--- config.mk ---
export PLATFORM = sky130hd
export DESIGN_NAME = sprite_update_scheduler
export DESIGN_NICKNAME = d
export VERILOG_FILES = /design/src/rtl/sprite_update_scheduler_pkg.sv /design/src/rtl/sprite_update_scheduler_rate_divider.sv /design/src/rtl/sprite_update_scheduler.sv
export SDC_FILE = /design/constraint.sdc
export NUM_CORES = 1
export LEC_CHECK = 0
export ABC_AREA = 1
export BUFFER_PORTS_ARGS = -buffer_cell sky130_fd_sc_hd__buf_2
export CORE_ASPECT_RATIO = 0.7
export CORE_MARGIN = 3
export CORE_UTILIZATION = 60
export CTS_BUF_LIST = sky130_fd_sc_hd__clkbuf_4
export DETAILED_ROUTE_END_ITERATION = 16
export PLACE_DENSITY = 0.8
export SLEW_MARGIN = 20
export SYNTH_ARGS = -nofsm -noshare
export SYNTH_HDL_FRONTEND = slang
export SYNTH_SLANG_ARGS = --single-unit
export TNS_END_PERCENT = 10
--- constraint.sdc ---
create_clock -name clk -period 3.26 [get_ports clk]
set_input_delay 0.652 -clock clk [delete_from_list [all_inputs] [get_ports clk]]
set_output_delay 0.652 -clock clk [all_outputs]
set_load 0.01 [all_outputs]
--- src/rtl/sprite_update_scheduler_pkg.sv ---
// Shared scheduler types and the sprite index map used by the game master FSM.
package game_sched_pkg;

  typedef enum logic [1:0] {
    IDLE  = 2'd0,
    SCAN  = 2'd1,
    ISSUE = 2'd2
  } sched_state_t;

  localparam int SPR_TARGET_1  = 0;
  localparam int SPR_TARGET_2  = 1;
  localparam int SPR_TARGET_3  = 2;
  localparam int SPR_BULLET    = 3;
  localparam int SPR_SPACESHIP = 4;
  localparam int SPR_HEART_1   = 5;
  localparam int SPR_HEART_2   = 6;
  localparam int SPR_HEART_3   = 7;

endpackage

--- src/rtl/sprite_update_scheduler_rate_divider.sv ---
// Per-sprite frame rate divider: a sprite is due when its down-counter reads zero.
module sprite_rate_divider #(
  parameter int DIV_W = 4
) (
  input  logic             clk,
  input  logic             rst,
  input  logic             clr,
  input  logic             reload,
  input  logic             dec,
  input  logic             cfg_we,
  input  logic [DIV_W-1:0] cfg_div,
  output logic             expired
);

  logic [DIV_W-1:0] div;
  logic [DIV_W-1:0] cnt;

  // Divider register; writes never disturb the running count.
  always_ff @(posedge clk or posedge rst) begin
    if (rst)         div <= '0;
    else if (cfg_we) div <= cfg_div;
  end

  // Down-counter: cleared while the sprite is stopped so it moves on its first frame back.
  always_ff @(posedge clk or posedge rst) begin
    if (rst)                      cnt <= '0;
    else if (clr)                 cnt <= '0;
    else if (reload)              cnt <= div;
    else if (dec && cnt != '0)    cnt <= cnt - 1'b1;
  end

  assign expired = (cnt == '0);

endmodule

--- src/rtl/sprite_update_scheduler.sv ---
// Per-frame walker over all sprites, issuing one motion update per due sprite.
module sprite_update_scheduler
  import game_sched_pkg::*;
#(
  parameter  int N_SPRITES = 8,
  parameter  int DIV_W     = 4,
  localparam int IDX_W     = $clog2(N_SPRITES)
) (
  input  logic                 clk,
  input  logic                 rst,
  input  logic                 frame_start,
  input  logic                 pause,
  input  logic [N_SPRITES-1:0] run_mask,
  input  logic                 cfg_we,
  input  logic [IDX_W-1:0]     cfg_idx,
  input  logic [DIV_W-1:0]     cfg_div,
  output logic                 upd_valid,
  output logic [IDX_W-1:0]     upd_idx,
  input  logic                 upd_ready,
  output logic                 busy,
  output logic                 overrun,
  input  logic                 overrun_clr,
  output logic [15:0]          frame_cnt
);

  sched_state_t         state;
  logic [IDX_W-1:0]     ptr;
  logic [N_SPRITES-1:0] expired;
  logic                 issue_now;
  logic                 last;

  assign issue_now = run_mask[ptr] & expired[ptr];
  assign last      = (ptr == IDX_W'(N_SPRITES - 1));

  for (genvar i = 0; i < N_SPRITES; i++) begin : g_div
    logic sel;
    assign sel = (state == SCAN) && (ptr == IDX_W'(i));

    sprite_rate_divider #(.DIV_W(DIV_W)) u_div (
      .clk     (clk),
      .rst     (rst),
      .clr     (sel & ~run_mask[i]),
      .reload  (sel & run_mask[i] & expired[i]),
      .dec     (sel & run_mask[i] & ~expired[i]),
      .cfg_we  (cfg_we && (cfg_idx == IDX_W'(i))),
      .cfg_div (cfg_div),
      .expired (expired[i])
    );
  end

  // Sequencer: frame accept, one sprite per SCAN cycle, hold request through ISSUE.
  always_ff @(posedge clk or posedge rst) begin
    if (rst) begin
      state     <= IDLE;
      ptr       <= '0;
      upd_valid <= 1'b0;
      upd_idx   <= '0;
      busy      <= 1'b0;
      frame_cnt <= '0;
    end else begin
      case (state)
        IDLE: begin
          if (frame_start && !pause) begin
            state     <= SCAN;
            ptr       <= '0;
            busy      <= 1'b1;
            frame_cnt <= frame_cnt + 16'd1;
          end
        end
        SCAN: begin
          if (issue_now) begin
            upd_valid <= 1'b1;
            upd_idx   <= ptr;
            state     <= ISSUE;
          end else if (last) begin
            state <= IDLE;
            busy  <= 1'b0;
          end else begin
            ptr <= ptr + 1'b1;
          end
        end
        ISSUE: begin
          if (upd_ready) begin
            upd_valid <= 1'b0;
            if (last) begin
              state <= IDLE;
              busy  <= 1'b0;
            end else begin
              ptr   <= ptr + 1'b1;
              state <= SCAN;
            end
          end
        end
        default: begin
          state     <= IDLE;
          upd_valid <= 1'b0;
          busy      <= 1'b0;
        end
      endcase
    end
  end

  // Sticky overrun: a frame tick landing mid-scan is dropped; setting beats clearing.
  always_ff @(posedge clk or posedge rst) begin
    if (rst)                       overrun <= 1'b0;
    else if (frame_start && busy)  overrun <= 1'b1;
    else if (overrun_clr)          overrun <= 1'b0;
  end

endmodule

==> results_dict.tcl, run 1 <==
set metrics [dict create \
    p_leak_nw 2.76 \
    fin_area_sq_mm 0.00525 \
    antenna_left 0 \
    finalCritPeriodShare_pct 61.6 \
    vias_per_cell 5.47 \
    cts_tree "built" \
    grt_max_degree 39 \
    combPwrFrac_pct 36.3 \
    antenna_found_initial 0 \
    p_int_w 0.00231 \
    slowest_delay_ns 0.45 \
    drc 0 \
    overflow 0 \
    avgSynthCellArea_sq_um 8.69 \
    swShare_pct 38.6 \
    worstPathMaxFanout 8 \
    power_w 0.00377 \
    hpwl_mm 7.78 \
    cts_buffer_depth 2 \
    synth_cell_types 28 \
    dp_cells 685 \
    syn_inst 544 \
    ys_warn_count 0 \
    num_antenna_cells 0 \
    dp_slack_ns 1.30 \
    run_status "complete, no violations" \
    clk_pin_slew_worst_paths_ns 0.14 \
    finalSetupTns_ns 0 \
    drt-total-wl_mm 10.3 \
    post_cts_buffers 0 \
    die_y_um 80.3 \
    dr.pass1.iters 5 \
    grt_usage_pct 24.3 \
    cts.sinks 91 \
    clock_latency_ns 0.45 \
    slew_violations 0 \
    place.gp.congestion 0.882 \
    cp.arrival_ns 2.38 \
    port_buffers 43 \
    cts_root_buffer "clkbuf_4" \
    setup_viol 0 \
    drive_gt1_share_pct 13.3 \
    grt_pass1_wl_mm 17.4 \
    clockPowerShare_pct 19.9 \
    synthToLayoutAreaGrowth_pct 11.0 \
    placed_area_sq_mm 0.00508 \
    skew_ns 0.0120 \
    die_width_um 112 \
    maxCapViolCount 0 \
    hold_class "input port to async pin" \
    peakVddDrop_mv 0.408 \
    cts_resized 0 \
    rsz0062_at_grt "false" \
    grt_pass1_vias 3715 \
    syn-num-nets 593 \
    ys_seq_elements 91 \
    wl_per_cell_um 14.8 \
    cts_hold_buf 0 \
    initial_core_util_pct 63.2 \
    most-common-layout-cells "nand2_1 (109), dfrtp_1 (91), inv_1 (77), o21ai_0 (77), nor2_1 (44)" \
    dieArea_sq_mm 0.00900 \
    worst_setup_path_start_kind "flop" \
    cpMaxStageDelayCell "nor3b_1" \
    layout_commonest_cell "nand2_1" \
    dr.first_iter.drc_count 340 \
    seq_area_frac_synth_pct 48.1 \
    tightest_slew_ns 0.924 \
    hold_viol 0 \
    nets 647 \
    max_freq_mhz 498 \
    timing.final.crit_period_ns 2.01 \
    worstPathRequired_ns 3.63 \
    core_sq_mm 0.00748 \
    fillCellCount 576 \
    num_rows 26 \
    slew_headroom_pct 37.9 \
    critical_path_class "flop to flop" \
    p_seq_share_pct 43.8 \
    endpoint_kind "flop" \
    p_per_area_mw_per_mm2 717 \
    num_vias 3828 \
    power.switching_w 0.00146 \
    ioPinCount 44 \
    path_cells "inv_1, ha_1, nand2_1, nor3b_1, o21ai_0, o22ai_1" \
    htreeDepth 3 \
    syn_area_sq_mm 0.00473 \
    final_cells 700 \
    layout_setup_ws_ns 1.25 \
    cts_buffers 9 \
]
==> path summary, 6_finish.rpt <==
check | cells after the start | endpoint | slack [ns] | startpoint
max | 6 | g_div[5].u_div.cnt[3] | 1.25 | state[1]
min | 2 | g_div[7].u_div.div[2] | 0.23 | rst
max reg2reg | 6 | g_div[5].u_div.cnt[3] | 1.25 | state[1]
min reg2reg | 1 | frame_cnt[15] | 0.50 | frame_cnt[15]
max in group asynchronous | 3 | g_div[1].u_div.cnt[0] | 2.32 | rst
min in group clk | 2 | overrun | 0.38 | overrun_clr
==> metal layers <==
| metal | global-route usage, % | up-vias | share of wire (%) |
|---|---|---|---|
| met3 | 6.10 | 16 | 5.1 |
| li1 | - | 1882 | - |
| met4 | 7.56 | 0 | 1.6 |
| met2 | 38.4 | 91 | 46 |
| met1 | 33.3 | 1839 | 48 |
| met5 | 0 | - | 0 |
==> through the flow <==
| stage | util, % | hold WS, ns |
|---|---|---|
| final | 70.2 | 0.233 |
| after global routing | 70.2 | 0.244 |
| after CTS | 70.2 | 0.225 |
| after detailed placement | 67.9 | 0.470 |
| after global placement | 67.9 | 0.455 |
| after floorplan | - | 0.448 |
==> critical path, delay by kind of cell (launching register included) <==
kind | cells | cell delay [ns]
flops | 1 | 0.44
fa+ha+maj | 1 | 0.36
simple gates | 2 | 0.70
compound gates | 2 | 0.34
buf+inv | 1 | 0.09
==> cells by family (layout without fill, tap and decap cells) <==
family | count (synthesis) | count (layout) | synth area share (%)
adders and majority gates | 27 | 27 | 7.14
muxes | 1 | 1 | 0.238
buffers and inverters | 80 | 138 | 6.59
and+or+nand+nor | 198 | 198 | 19.0
xor gates and xnor gates | 26 | 26 | 4.81
AOI/OAI and AO/OA | 121 | 121 | 14.1
DFF | 91 | 91 | 48.1
==> layout make-up <==
| class | count | area (sq um) | share of cell area, % |
|---|---|---|---|
| clock buffer | 9 | 67.6 | 1.29 |
| clock inverter | 6 | 105 | 2.00 |
| inverter | 78 | 294 | 5.60 |
| multi-input combinational | 373 | 2140 | 40.8 |
| sequential | 91 | 2280 | 43.4 |
| tap | 98 | 123 | 2.34 |
| timing repair buffer | 45 | 243 | 4.62 |
==> flip-flops by register name (all words and copies together) (netlist names) <==
register         flops
g_div.u_div.div     32
overrun              1
frame_cnt           16
busy                 1
upd_valid            1
g_div.u_div.cnt     32
upd_idx              3
ptr                  3
state                2
==> cell usage after synthesis (all sizes together) <==
cell type | n | area (sq um)
ha | 27 | 338
o211ai | 12 | 90.1
o21a | 1 | 7.51
o21ai | 77 | 385
o22ai | 12 | 75.1
inv | 78 | 293
mux2 | 1 | 11.3
a21oi | 15 | 75.1
nand4 | 3 | 25.0
nor3 | 7 | 46.3
o221ai | 3 | 26.3
dfrtp | 91 | 2280
nand3 | 27 | 195
xnor2 | 15 | 131
nand2 | 111 | 422
nor2 | 49 | 201
nor3b | 1 | 7.51
a211oi | 1 | 7.51
xor2 | 11 | 96.3
buf | 2 | 18.8
==> power groups by stage <==
stage / combinational (W) / sequential (W) / clock [W]
3_5_place_dp: 0.00135 / 0.00167 / 0
6_report: 0.00137 / 0.00165 / 0.000748
5_1_grt: 0.00157 / 0.00169 / 0.000813
2_1_floorplan: 0.00102 / 0.00164 / 0
4_1_cts: 0.00137 / 0.00165 / 0.000770
3_3_place_gp: 0.00129 / 0.00166 / 0
No activity file was read; power rests on OpenSTA's default activity.
==> run 2: changes to the inputs <==
- clock period: 3.26 -> 2 ns (I/O delays scaled with it)
==> run 2 against run 1 <==
  * Die area stayed put
  * First-iteration DRC count down 27%
  * Design area is 0.38% higher
  * Register-to-register slack got worse by 1.0 ns
  * Combinational power is 66% higher
  * Non-clock buffer count up 3
  * Hold slack worse by 0.18 ns
  * Critical endpoint is now g_div[4].u_div.cnt[0]
  * Highest routed layer unchanged
==> results_dict.tcl, run 2 (synthesis results as in run 1) <==
set metrics [dict create \
    run_status "complete, no violations" \
    die_width_um 112 \
    r2r_cells 8 \
    cts_buffers 9 \
    endpoint_kind "flop" \
    fin_util_pct 70.4 \
    slew_headroom_pct 67.4 \
    synthToLayoutAreaGrowth_pct 11.4 \
    clock_latency_ns 0.44 \
    rsz0062_at_grt "false" \
    layout_commonest_cell "nand2_1" \
    worstPathMaxFanout 9 \
    wl_per_cell_um 14.3 \
    cts_hold_buf 0 \
    grt_max_degree 92 \
    cpMaxStageDelayCell "dfrtp_1" \
    finalCritPeriodShare_pct 88.4 \
    cp.arrival_ns 2.14 \
    timing.final.crit_period_ns 1.77 \
    port_buffers 43 \
    hold_class "input port to async pin" \
    htreeDepth 3 \
    cts_root_buffer "clkbuf_4" \
    timing.rr.start "ptr[0]" \
    worstPathRequired_ns 2.37 \
    drc 0 \
    final_cells 704 \
    skew_ns 0.0153 \
    slowest_delay_ns 0.51 \
    post_cts_buffers 0 \
    dr.first_iter.drc_count 247 \
    tightest_slew_ns 0.489 \
    maxCapViolCount 0 \
    p_per_area_mw_per_mm2 1150 \
    place.gp.congestion 0.842 \
    setup_viol 0 \
    nets 650 \
    cts.sinks 91 \
    most-common-layout-cells "nand2_1 (108), dfrtp_1 (91), inv_1 (77), o21ai_0 (77), buf_2 (43)" \
    core_sq_mm 0.00748 \
    peakVddDrop_mv 0.680 \
    num_rows 26 \
    num_antenna_cells 0 \
    dr.pass1.iters 5 \
    slew_violations 0 \
    ioPinCount 44 \
    num_vias 3811 \
    worst_setup_path_start_kind "flop" \
    antenna_left 0 \
    vias_per_cell 5.41 \
    reg_top3 "g_div.u_div.cnt x32, g_div.u_div.div x32, frame_cnt x16" \
    grt_usage_pct 24.1 \
    initial_core_util_pct 63.2 \
    cts_buffer_depth 2 \
    critical_path_class "flop to flop" \
    die_y_um 80.3 \
    critPathBufInv 3 \
    drive_gt1_share_pct 14.2 \
    antenna_found_initial 0 \
    cp_common_cell "inv_1" \
    finalSetupTns_ns 0 \
    regToRegEndpoint "g_div[4].u_div.cnt[0]" \
    max_freq_mhz 566 \
    critPathTopFamily "flip-flops" \
    path_cells "inv_1, ha_1, inv_1, nor2_2, nand2_1, inv_1, o21ai_0, o22ai_1" \
    grt_pass1_wl_mm 17.3 \
    hold_viol 0 \
    r2r_setup_slack_ns 0.23 \
    grt_pass1_vias 3708 \
    dp_cells 688 \
    clk_pin_slew_worst_paths_ns 0.13 \
    cts_tree "built" \
    overflow 0 \
    cts_resized 0 \
    p_leak_nw 2.76 \
    dieArea_sq_mm 0.00900 \
    drt-total-wl_mm 10.1 \
    startpoint "ptr[0]" \
    hpwl_mm 7.50 \
]
==> run 2: changes by cell type in the layout (fill, tap and decap cells not counted), moves of 2 or more <==
cell	before	now
clkinvlp_4	0	2
buf_4	1	4
clkinv_2	4	1
nor2_2	4	6
clkinv_1	0	2
nor2_1	44	42
==> run 2: power by group <==
group / switching (W) / internal, W
Combinational: 0.00142 / 0.000848
Clock: 0.000604 / 0.000511
Sequential: 0.000358 / 0.00232
Total: 0.00238 / 0.00368
==> run 2: worst min-delay path: cells and delay by family <==
family                 cells  cell delay, ns
buffers and inverters      3            0.54
==> run 2: stage by stage <==
stage / total power, W / setup slack, ns / hold WS, ns / area (sq um)
final: 0.00606 / 0.232 / 0.0500 / 5270
after global routing: 0.00660 / 0.00437 / 0.0789 / 5270
after CTS: 0.00609 / 0.0297 / 0.0803 / 5260
after detailed placement: 0.00496 / 0.0594 / 0.457 / 5100
after global placement: 0.00482 / 0.185 / 0.457 / 5100
after floorplan: 0.00434 / 0.462 / 0.448 / 4730
==> run 2: worst max-delay path by stage <==
stage / to / depth (start not counted)
after global placement: g_div[5].u_div.cnt[3] / 6
after CTS: g_div[5].u_div.cnt[3] / 6
final: g_div[4].u_div.cnt[0] / 8
after global routing: ptr[1] / 10
after floorplan: ptr[1] / 10
after detailed placement: g_div[5].u_div.cnt[3] / 6
==> run 2: cell type report <==
cell class | instances | area, sq um
clock inverters | 6 | 80.1
fillers | 601 | 2210
flip-flops and latches | 91 | 2280
repair buffers | 48 | 265
well taps | 98 | 123
multi-input cells | 373 | 2150
clock buffers | 10 | 75.1
inverters | 78 | 297
==> run 2: layer usage <==
metal	share of wire, %	vias to the layer above	wire length (um)	global-route usage (%)
met5	0	-	0	0
met4	0.78	0	78	4.92
met3	5.3	10	533	6.02
met2	46	89	4630	38.2
met1	48	1825	4810	33.9
li1	-	1887	-	-
==> run 3: changes to the inputs <==
- ABC_AREA: 1 -> unset
==> run 3 against run 2 <==
  * The flow now finishes with violations (setup timing)
  * Via count is 2.5% higher
  * Combinational power is 58% higher
  * Synthesized area is 2.0% higher
  * Sequential power is 4% higher
  * Critical path depth stayed put
  * First-iteration DRC count is 62% higher
  * Non-clock buffer count is 47 higher
  * Hold slack better by 0.088 ns
  * Design area is 9.2% higher
  * Flip-flop and latch count stayed put
  * Critical path type unchanged
  * Largest power group is now combinational cells
==> results_dict.tcl, run 3 <==
set metrics [dict create \
    run_status "complete, but fails checks" \
    failed_checks "setup timing" \
    seq_area_frac_synth_pct 47.2 \
    synthToLayoutAreaGrowth_pct 19.3 \
    synthArstFlopShare_pct 100 \
    cts.sinks 91 \
    synth_top_family_by_area "simple AND/OR/NAND/NOR gates" \
    reg_top3 "g_div.u_div.cnt x32, g_div.u_div.div x32, frame_cnt x16" \
    hold_class "input port to flop" \
    setup_viol 1 \
    dr.first_iter.drc_count 400 \
    final_cells 667 \
    nets 613 \
    worstHoldStart "overrun_clr" \
    min_to "overrun" \
    yosysTopAreaCellShare_pct 47.2 \
    initial_core_util_pct 63.9 \
    dp_cells 648 \
    multiInputGateArea_sq_mm 0.00247 \
    ys_seq_elements 91 \
    synth_area_leaders "dfrtp_1 (47%), mux2_2 (8.2%), ha_1 (7.0%)" \
    cp.arrival_ns 2.37 \
    syn_inst 463 \
    synth_top_area_cell "dfrtp_1" \
    core_sq_mm 0.00755 \
    die_width_um 113 \
    worst_setup_path_start_kind "flop" \
    synth_compound_area_share_pct 11.7 \
    r2r_cells 8 \
    clock_latency_ns 0.45 \
    maxCapViolCount 0 \
    cpMaxStageDelayCell "mux4_2" \
    layout_commonest_cell "dfrtp_1" \
    synth.most_common_cell "dfrtp_1" \
    synth-edff-count 0 \
    wl_per_cell_um 16.6 \
    r2r_setup_slack_ns -0.01 \
    hpwl_mm 8.47 \
    antenna_left 0 \
    min_path_cells 2 \
    tightest_slew_ns 0.527 \
    slew_violations 0 \
    regToRegEndpoint "ptr[0]" \
    synth-xor-area-share_pct 2.72 \
    timing.rr.start "g_div[3].u_div.cnt[1]" \
    port_buffers 43 \
    cts_buffers 9 \
    dieArea_sq_mm 0.00917 \
    endpoint_kind "flop" \
    hold_viol 0 \
    cts_tree "built" \
    cts_buffer_depth 2 \
    num_rows 26 \
    place.gp.congestion 0.930 \
    overflow 0 \
    fillCellCount 512 \
    rsz0062_at_grt "true" \
    most-common-layout-cells "dfrtp_1 (91), buf_4 (48), buf_2 (43)" \
    die_y_um 81.0 \
    layout_setup_ws_ns -0.0126 \
    synth.top_cells.by_count "dfrtp_1 (91), a21oi_1 (42), inv_1 (36), mux2_2 (35), nand2_1 (35)" \
    syn-num-nets 512 \
    ioPinCount 44 \
    p_leak_nw 2.71 \
    p_per_area_mw_per_mm2 1260 \
    placed_area_sq_mm 0.00554 \
    antenna_found_initial 0 \
    synth_cell_types 47 \
    num_antenna_cells 0 \
    fin_area_sq_mm 0.00576 \
    clk_pin_slew_worst_paths_ns 0.14 \
    synthAdderAreaFrac_pct 7.00 \
    htreeDepth 3 \
    syn_area_sq_mm 0.00483 \
    finalCritPeriodShare_pct 101 \
    peakVddDrop_mv 0.827 \
    ys.flop_type "dfrtp_1" \
    grt_pass1_wl_mm 19.0 \
    path_cells "inv_2, ha_4, and4bb_1, mux4_2, nand2_4, buf_6, nand4_4, mux2_4" \
    regArea_sq_mm 0.00228 \
    yosys.area_share.simple_pct 18.5 \
    dr.pass1.iters 5 \
    slew_headroom_pct 64.8 \
    grt_pass1_vias 3952 \
    skew_ns 0.0132 \
    avgSynthCellArea_sq_um 10.4 \
    timing.final.crit_period_ns 2.01 \
    vias_per_cell 5.86 \
    ys_warn_count 0 \
    drt-total-wl_mm 11.1 \
    worstPathRequired_ns 2.36 \
    muxShareOfSynthArea_pct 9.57 \
    drive_gt1_share_pct 30.6 \
    grt_max_degree 43 \
    drc 0 \
    slowest_delay_ns 0.51 \
    critical_path_class "flop to flop" \
    max_freq_mhz 497 \
    grt_usage_pct 26.4 \
    cts_root_buffer "clkbuf_4" \
    worstPathMaxFanout 4 \
    num_vias 3907 \
]
run 3: cell count changes in the layout (fill, tap and decap cells not counted), moves of 12 or more:
cell / previous run / this run
nor2b_1: 0 / 12
mux2_2: 1 / 34
buf_4: 4 / 48
a21oi_1: 15 / 42
inv_1: 77 / 31
o211ai_1: 12 / 0
nor2_1: 42 / 20
nor3b_1: 0 / 14
nand2_1: 108 / 35
o21ai_0: 77 / 30
run 3: where the power goes:
part | leakage [nW] | internal (W) | switching (W)
Sequential | 1.16 | 0.00234 | 0.000466
Combinational | 1.49 | 0.00178 | 0.00181
Clock | 0.0626 | 0.000277 | 0.000603
run 3: area by class of cell:
type                            instances  share of cell area, %
Clock inverter                          5                  0.522
Sequential cell                        91                   39.6
Timing Repair Buffer                   95                   11.1
Multi-Input combinational cell        331                   42.9
Clock buffer                           11                   1.43
Tap cell                               98                   2.13
Inverter                               36                   2.41
run 3: cells by family (layout without fill, tap and decap cells):
| group | Yosys count | in the layout |
|---|---|---|
| adders and majority gates | 27 | 27 |
| xor gates and xnor gates | 15 | 15 |
| muxes | 39 | 39 |
| DFF | 91 | 91 |
| buffers and inverters | 41 | 147 |
| AOI/OAI and AO/OA | 97 | 97 |
| and+or+nand+nor | 153 | 153 |
run 3: how the worst max path moves through the flow:
stage	startpoint	to	slack, ns	depth (start not counted)
2_1_floorplan	g_div[1].u_div.cnt[0]	state[0]	0.09	7
4_1_cts	g_div[3].u_div.cnt[1]	ptr[0]	0.002	8
5_1_grt	g_div[3].u_div.cnt[1]	ptr[0]	-0.09	8
3_5_place_dp	g_div[2].u_div.cnt[0]	ptr[0]	-0.13	9
6_report	g_div[3].u_div.cnt[1]	ptr[0]	-0.01	8
3_3_place_gp	g_div[2].u_div.cnt[0]	ptr[0]	-0.03	9
run 3: routing by layer:
layer / part of all wire (%) / GRT usage, % / vias to the layer above
li1: - / - / 1861
met3: 4.6 / 6.92 / 19
met2: 48 / 42.6 / 111
met1: 46 / 35.4 / 1916
met5: 0 / 0 / -
met4: 1.5 / 8.16 / 0
run 3: critical path: cells and delay by family (launching register included):
kind / cells / cell delay (ns)
AND/OR/NAND/NOR: 3 / 0.41
buffers and inverters: 2 / 0.18
adder cells (fa/ha/maj): 1 / 0.15
multiplexers: 2 / 0.78
flip-flops: 1 / 0.40
run 3: what timing repair did:
| action | CTS | global route |
|---|---|---|
| hold buffers | 1 | 0 |
| pin swaps | 2 | 3 |
| endpoints found under the setup margin | 8 | 15 |
| gates cloned | 0 | 0 |
| resized for setup | 9 | 12 |
| setup buffers | 1 | 2 |
| hold endpoints to repair | 20 | 0 |
run 3: metrics by stage:
stage          setup slack (ns)  TNS [ns]  total power [W]  utilization (%)  hold slack [ns]
6_report                -0.0126   -0.0126          0.00727             76.3            0.138
5_1_grt                 -0.0899    -0.337          0.00788             76.3           0.0924
4_1_cts                 0.00211         0          0.00717             75.5           0.0965
3_5_place_dp             -0.132    -0.353          0.00621             73.4            0.460
3_3_place_gp            -0.0313   -0.0313          0.00599             73.4            0.459
2_1_floorplan            0.0905         0          0.00492                -            0.463
